$ cat config.mk
export PLATFORM = sky130hd
export DESIGN_NAME = scientific_calculator
export DESIGN_NICKNAME = d
export VERILOG_FILES = /design/src/rtl/scientific_calculator.sv
export SDC_FILE = /design/constraint.sdc
export NUM_CORES = 1
export LEC_CHECK = 0
export BUFFER_PORTS_ARGS = -buffer_cell sky130_fd_sc_hd__buf_4
export CORE_MARGIN = 2
export CORE_UTILIZATION = 54
export CTS_BUF_LIST = sky130_fd_sc_hd__clkbuf_4 sky130_fd_sc_hd__clkbuf_8
export DETAILED_ROUTE_END_ITERATION = 10
export GPL_ROUTABILITY_DRIVEN = 0
export MAX_ROUTING_LAYER = met4
export PLACE_DENSITY = 0.73
export SYNTH_ARGS = -nofsm -noshare
export SYNTH_HDL_FRONTEND = slang
export SYNTH_SLANG_ARGS = --single-unit
$ cat constraint.sdc
create_clock -name clk -period 15.7 [get_ports clk]
set_clock_uncertainty 0.15 [all_clocks]
set_input_delay 3.14 -clock clk [delete_from_list [all_inputs] [get_ports clk]]
set_output_delay 3.14 -clock clk [all_outputs]
set_load 0.01 [all_outputs]
$ cat src/rtl/scientific_calculator.sv
// ----------------------------------------------------------------------------
// scientific_calculator : 3-bit operand calculator, basic and scientific modes
// Rev 1.0 : initial release
// ----------------------------------------------------------------------------
`default_nettype none

module scientific_calculator (
  output logic [6:0] C,
  input  logic [2:0] A,
  input  logic [2:0] B,
  input  logic       ms,
  input  logic [2:0] op,
  input  logic       clk,
  input  logic       reset,
  input  logic       equal
);

  typedef enum logic [1:0] {
    IDLE = 2'b00,
    EXEC = 2'b01,
    DONE = 2'b10
  } state_t;

  localparam logic [6:0] C_SAT = 7'd127;

  state_t      state;
  state_t      w_next;
  logic [3:0]  mop;
  logic [2:0]  r_a;
  logic [2:0]  r_b;
  logic [3:0]  r_mop;
  logic        w_capture;
  logic        w_load_c;
  logic [6:0]  w_result;
  logic [8:0]  w_cube;
  logic [6:0]  w_a7;
  logic [6:0]  w_b7;

  assign mop  = {ms, op};
  assign w_a7 = {4'd0, r_a};
  assign w_b7 = {4'd0, r_b};
  assign w_cube = {6'd0, r_a} * {6'd0, r_a} * {6'd0, r_a};

  // Repeated multiply, clamped after every step so the accumulator never overflows
  function automatic logic [6:0] f_pow(input logic [2:0] base, input logic [2:0] ex);
    logic [13:0] acc;
    acc = 14'd1;
    for (int i = 0; i < 7; i++) begin
      if (i < int'(ex)) begin
        acc = acc * {11'd0, base};
        if (acc > 14'd127) acc = 14'd127;
      end
    end
    return acc[6:0];
  endfunction

  always_ff @(posedge clk or negedge reset) begin
    if (!reset) begin
      state <= IDLE;
      r_a   <= 3'd0;
      r_b   <= 3'd0;
      r_mop <= 4'd0;
      C     <= 7'd0;
    end else begin
      state <= w_next;
      if (w_capture) begin
        r_a   <= A;
        r_b   <= B;
        r_mop <= mop;
      end
      if (w_load_c) C <= w_result;
    end
  end

  always_comb begin
    w_next    = IDLE;
    w_capture = 1'b0;
    w_load_c  = 1'b0;
    case (state)
      IDLE: begin
        if (equal) begin
          w_capture = 1'b1;
          w_next    = EXEC;
        end
      end
      EXEC: begin
        w_load_c = 1'b1;
        w_next   = DONE;
      end
      DONE: begin
        if (equal) begin
          w_capture = 1'b1;
          w_next    = EXEC;
        end
      end
      default: w_next = IDLE;
    endcase
  end

  always_comb begin
    w_result = 7'd0;
    case (r_mop)
      4'b0000: w_result = w_a7 + w_b7;
      4'b0001: w_result = w_a7 - w_b7;
      4'b0010: w_result = w_a7 * w_b7;
      4'b0011: w_result = (r_b == 3'd0) ? C_SAT : {4'd0, r_a / r_b};
      4'b0100: w_result = (r_b == 3'd0) ? C_SAT : {4'd0, r_a % r_b};
      4'b0101: w_result = {4'd0, r_a & r_b};
      4'b0110: w_result = {4'd0, r_a | r_b};
      4'b0111: w_result = {4'd0, r_a ^ r_b};
      4'b1000: w_result = w_a7 * w_a7;
      4'b1001: w_result = (w_cube > 9'd127) ? C_SAT : w_cube[6:0];
      4'b1010: w_result = f_pow(r_a, r_b);
      4'b1011: begin
        case (r_a)
          3'd0, 3'd1: w_result = 7'd1;
          3'd2:       w_result = 7'd2;
          3'd3:       w_result = 7'd6;
          3'd4:       w_result = 7'd24;
          3'd5:       w_result = 7'd120;
          default:    w_result = C_SAT;
        endcase
      end
      4'b1100: begin
        case (r_a)
          3'd0:             w_result = 7'd0;
          3'd1, 3'd2, 3'd3: w_result = 7'd1;
          default:          w_result = 7'd2;
        endcase
      end
      4'b1101: begin
        case (r_a)
          3'd0, 3'd1: w_result = 7'd0;
          3'd2, 3'd3: w_result = 7'd1;
          default:    w_result = 7'd2;
        endcase
      end
      // 2^7 = 128 wraps to 0 in 7 bits; this op truncates rather than saturates
      4'b1110: w_result = 7'd1 << r_a;
      4'b1111: w_result = (r_a >= r_b) ? {4'd0, r_a - r_b} : {4'd0, r_b - r_a};
      default: w_result = 7'd0;
    endcase
  end

endmodule

`default_nettype wire

**After elaboration in Yosys (flattened, before gate mapping)**

Index checks and enable logic that the tools add are counted.

- Register bits: 19
- Output and inout bits: 7

- $add $sub $neg: 4
- Multipliers: 10
- Divide/modulo/power cells: 2
- Order comparisons: 15
- Equal/unequal tests: 22
- Shift-type cells: 1
- Multiplexer cells: 32
- Bitwise logic cells: 3
- Reduce and logical (&&, ||, !) cells: 8

Operator list:

| operator | number |
|---|---|
| 14-bit two-way mux | 16 |
| 7-bit one-hot mux with 16 select lines | 1 |
| 14-bit by 7-bit greater-than comparator with 1-bit output (second input constant) | 6 |
| 14-bit by 3-bit multiplier with 14-bit output | 6 |
| 7-bit two-way mux | 5 |
| 7-bit one-hot mux with 5 select lines | 1 |
| 4-bit equality test (second input constant) | 8 |
| 3-bit by 3-bit multiplier with 6-bit output | 3 |
| 4-bit by 3-bit equality test with 1-bit output (second input constant) | 4 |
| 2-bit one-hot mux with 2 select lines | 3 |
| 9-bit by 7-bit greater-than comparator with 1-bit output (second input constant) | 1 |
| 3-bit less-than comparator (first input constant) | 3 |
| 6-bit by 3-bit multiplier with 9-bit output | 1 |
| 4-bit by 2-bit equality test with 1-bit output (second input constant) | 2 |
| 1-bit by 3-bit << shifter with 7-bit output (first input constant) | 1 |
| 3-bit by 2-bit equality test with 1-bit output (second input constant) | 2 |
| 3-bit equality test (second input constant) | 2 |
| 3-bit logical NOT | 2 |
| 1-bit by 3-bit less-than comparator with 1-bit output (first input constant) | 2 |
| 2-bit by 3-bit less-than comparator with 1-bit output (first input constant) | 2 |
| 3-bit two-way mux | 2 |
| 2-bit OR reduction | 3 |
| 3-bit subtractor | 2 |
| 3-bit by 3-bit adder with 4-bit output | 1 |
| 15 further kinds | 18 |

**Longest topological paths before layout**

- Depth after elaboration: 33
- Gate-level depth with buffers: 67
- Mapped depth without buffers: 66

**Worst setup path after synthesis**

No wires, ideal clock.

- Path kind: flip-flop to flip-flop
- Start point: register r_b[2]
- End point: register C[6]
- Setup time: 0.141 ns
- Arrival time: 15.205 ns
- Slack: 0.204 ns
- Cell stages (with the launch flop): 58
- Path buffers: 1
- Clock period less this slack: 15.496 ns
- Cells stage by stage: dfrtp_1 > buf_1 > nor3_1 > o21ai_0 > fa_1 > inv_1 > ha_1 > fa_1 > nand3_1 > fa_1 > inv_1 > ha_1 > a21o_1 > nor4bb_1 > o211ai_1 > a21boi_0 > o21ai_0 > fa_1 > [... 22 more ...] > fa_1 > nor2b_1 > o31a_1 > o31ai_1 > or4_1 > nor2_1 > nand2_1 > o211a_1 > fa_1 > ha_1 > nor2b_1 > o31a_1 > or4_1 > a21o_1 > a211oi_1 > nand2_1 > o21ai_0 > o221ai_1

- Cells in the longest elaborated chain, start to end: 33

Ends and longest elaborated chain:

| element | line | RTL |
|---|---|---|
| start: declaration | 30 | `logic [2:0] r_b;` |
| start signal: assignment | 61 | `r_b <= 3'd0;` |
| start signal: assignment | 68 | `r_b <= B;` |
| 1-bit by 3-bit less-than comparator with 1-bit output | 49 | `if (i < int'(ex)) begin` |
| 3-bit two-way mux | 49 |  |
| 14-bit two-way mux | 102 | `case (r_mop)` |
| 14-bit by 3-bit multiplier with 14-bit output | 50 | `acc = acc * {11'd0, base};` |
| 14-bit by 7-bit greater-than comparator with 1-bit output | 51 | `if (acc > 14'd127) acc = 14'd127;` |
| 14-bit two-way mux | 51 |  |
| 14-bit two-way mux | 49 |  |
| 14-bit two-way mux | 102 |  |
| [... 17 more ...] | - |  |
| 14-bit two-way mux | 51 |  |
| 14-bit two-way mux | 49 |  |
| 14-bit two-way mux | 102 |  |
| 14-bit by 3-bit multiplier with 14-bit output | 50 |  |
| 14-bit by 7-bit greater-than comparator with 1-bit output | 51 |  |
| 7-bit two-way mux | 51 |  |
| 7-bit two-way mux | 49 |  |
| 7-bit one-hot mux with 16 select lines * | 102 |  |
| end signal: assignment | 71 | `if (w_load_c) C <= w_result;` |
| end: declaration | 8 | `output logic [6:0] C,` |

Mark *: on every way between the ends. The rest lies on a longest branch, timed or not. The select of a mux whose other input is x is not followed.
A chain may end at the register's enable or synchronous reset.

**Worst setup path after layout**

- Start point: register r_b[0]
- End point: register C[1]

Same word-level chain as after synthesis.

==> impl_metrics.json <==
{
  "synth_top_family_by_area": "adder cells",
  "grt_pass1_wl_um": 33500,
  "ys_types": 80,
  "finalNonFillerCells": 1240,
  "ys_warn_count": 0,
  "crit_arrival_ps": 15190,
  "synth_compound_area_frac": 0.257,
  "finalHoldViolations": 0,
  "h-tree-depth": 1,
  "wirelength_um": 20200,
  "viasPerCell": 6.09,
  "antenna_found_initial": 0,
  "grt_pass1_vias": 7218,
  "path_buf_inv": 6,
  "power-per-cell-area_nw_per_um2": 108,
  "finalMaxSlewViolations": 0,
  "vias": 7551,
  "path_clk_slew_ps": 90,
  "async_flop_share": 1.00,
  "grt_use_total": 0.286,
  "drc": 0,
  "drv_cap": 0,
  "numCtsBuffers": 3,
  "grt_max_degree": 38,
  "drive_gt1_frac": 0.142,
  "crit_top_cell": "fa_1",
  "insertion_delay_ps": 270,
  "wl_per_cell_um": 16.3,
  "synth-edff-count": 0,
  "power_mw": 0.902,
  "synth_fa_ha_area_frac": 0.317,
  "muxShareOfSynthArea": 0.0230,
  "ys_seq_area_frac": 0.0651,
  "post-route-min-period_ps": 15200,
  "synth_xor_area_frac": 0.0252,
  "run_status": "complete, no violations",
  "postSynthAreaPerCell_um2": 7.39,
  "slowest_delay_ps": 590,
  "max_freq_mhz": 65.8,
  "n_antenna_cell": 0,
  "dr.pass1.iters": 7,
  "utilization": 0.632,
  "fin_setup_tns_ps": 0,
  "final_nets": 1228,
  "io_pins": 20,
  "relSlewSlack": 0.400,
  "fp.dieArea_um2": 14500,
  "grt_overflow": 0,
  "regToRegSetupSlack_ps": 500,
  "ir_drop_uv": 46.0,
  "dp_slack_ps": -542,
  "die_w_um": 120,
  "ant_nets": 0,
  "cts_tree": "yes",
  "crit_path_start_kind": "flop",
  "placed_area_um2": 7880,
  "min_path_type": "reg2reg",
  "post-route-period-util": 0.968,
  "die_y_um": 120,
  "area_delta_synth_final_pct": 14.8,
  "worstPathMaxFanout": 7,
  "drt_iter0_drc": 694,
  "portBuffers": 19,
  "synthCells": 988,
  "path_delay_family": "adder cells",
  "clock-sinks": 19,
  "worstMarginPinSlew_ps": 900,
  "synthFlopType": "dfrtp_1",
  "holdWs_ps": 375,
  "fin_area_um2": 8380,
  "clk_path_buf_depth": 2,
  "p_leak_nw": 3.96,
  "dp_hpwl_um": 15300,
  "timing.final.setup_violations": 0,
  "timing.final.ws_setup_ps": 505,
  "yosys_register_bits": 19,
  "core-area_um2": 13200,
  "yosys.area_share.simple": 0.234,
  "endpoint_kind": "flop",
  "critPathSlowestCell": "fa_1",
  "cts_root_buf": "clkbuf_8",
  "dp_cells": 1217,
  "critPathKind": "reg2reg",
  "worstPathRequired_ps": 15690,
  "rows": 42,
  "start_util": 0.551,
  "syn_area_um2": 7300
}
cell families after synthesis:
group                    count (synthesis)
other                                    2
AO/OA/AOI/OAI                          271
multiplexers                            15
AND/OR/NAND/NOR                        359
adder cells (fa/ha/maj)                150
buffers and inverters                  151
XOR/XNOR                                21
flip-flops                              19
repair_timing:
action                                  4_1_cts  5_1_grt
endpoints found under the setup margin        7        7
resized for setup                             8       67
pin swaps                                     4       27
buffers inserted                              5       14
hold buffers                                  0        0
worst paths after layout:
| path | cells after the start | start | end |
|---|---|---|---|
| min reg2reg | 2 | C[6] | C[6] |
| min | 2 | C[6] | C[6] |
| max | 57 | r_b[0] | C[1] |
| max reg2reg | 57 | r_b[0] | C[1] |
| min in group asynchronous | 1 | reset | r_mop[1] |
| max in group asynchronous | 1 | reset | r_a[0] |
metal layers:
metal | routed length, um | GRT usage | part of all wire | up-vias
met5 | 0 | - | 0 | -
met4 | 639 | 0.0894 | 0.032 | 0
met3 | 1290 | 0.0212 | 0.064 | 72
met2 | 9900 | 0.488 | 0.49 | 326
met1 | 8410 | 0.363 | 0.42 | 3554
li1 | - | - | - | 3599
cell usage in the layout (no fill, tap or decap), types with 17 or more instances in the layout:
cell and instances:
a21oi_1 52, buf_4 62, conb_1 51, dfrtp_1 17, fa_1 53, ha_1 80
inv_1 106, nand2_1 104, nand3_1 24, nor2_1 92, nor3_1 36, o21ai_0 51
registers in the layout (all words and copies together) (netlist names):
name and cells:
C 7, state 2, r_mop 4, r_a 3, r_b 3
synth_stat cells (19+ instances only):
library cell  instances  area (um^2)
ha_1                 92         1150
nor2_1               99          372
inv_1               107          402
a21oi_1              54          270
nand3_1              26          130
fa_1                 58         1160
dfrtp_1              19          475
nor3_1               37          185
nand2_1             108          405
o21ai_0              56          280
clkbuf_1             29          109
worst reg2reg max path, delay by kind of cell (launching register included):
family / cells / cell delay [ps]
fa+ha+maj: 14 / 5690
compound gates: 18 / 4320
flops: 1 / 430
buf+inv: 6 / 660
simple gates: 19 / 3820
final cells by class:
| type | count | area [um^2] |
|---|---|---|
| inverters | 112 | 420 |
| multi-input cells | 867 | 6750 |
| flip-flops and latches | 19 | 478 |
| fillers | 1230 | 4870 |
| repair buffers | 62 | 465 |
| clock inverters | 1 | 5.00 |
| clock buffers | 3 | 41.3 |
| well taps | 176 | 220 |
report_power, final:
| group | total (mW) | switching (mW) | internal [mW] |
|---|---|---|---|
| Sequential | 0.0776 | 0.0190 | 0.0586 |
| Combinational | 0.786 | 0.455 | 0.331 |
| Clock | 0.0386 | 0.0208 | 0.0177 |
| Total | 0.902 | 0.494 | 0.408 |
Power figures use the tool's default switching activity.
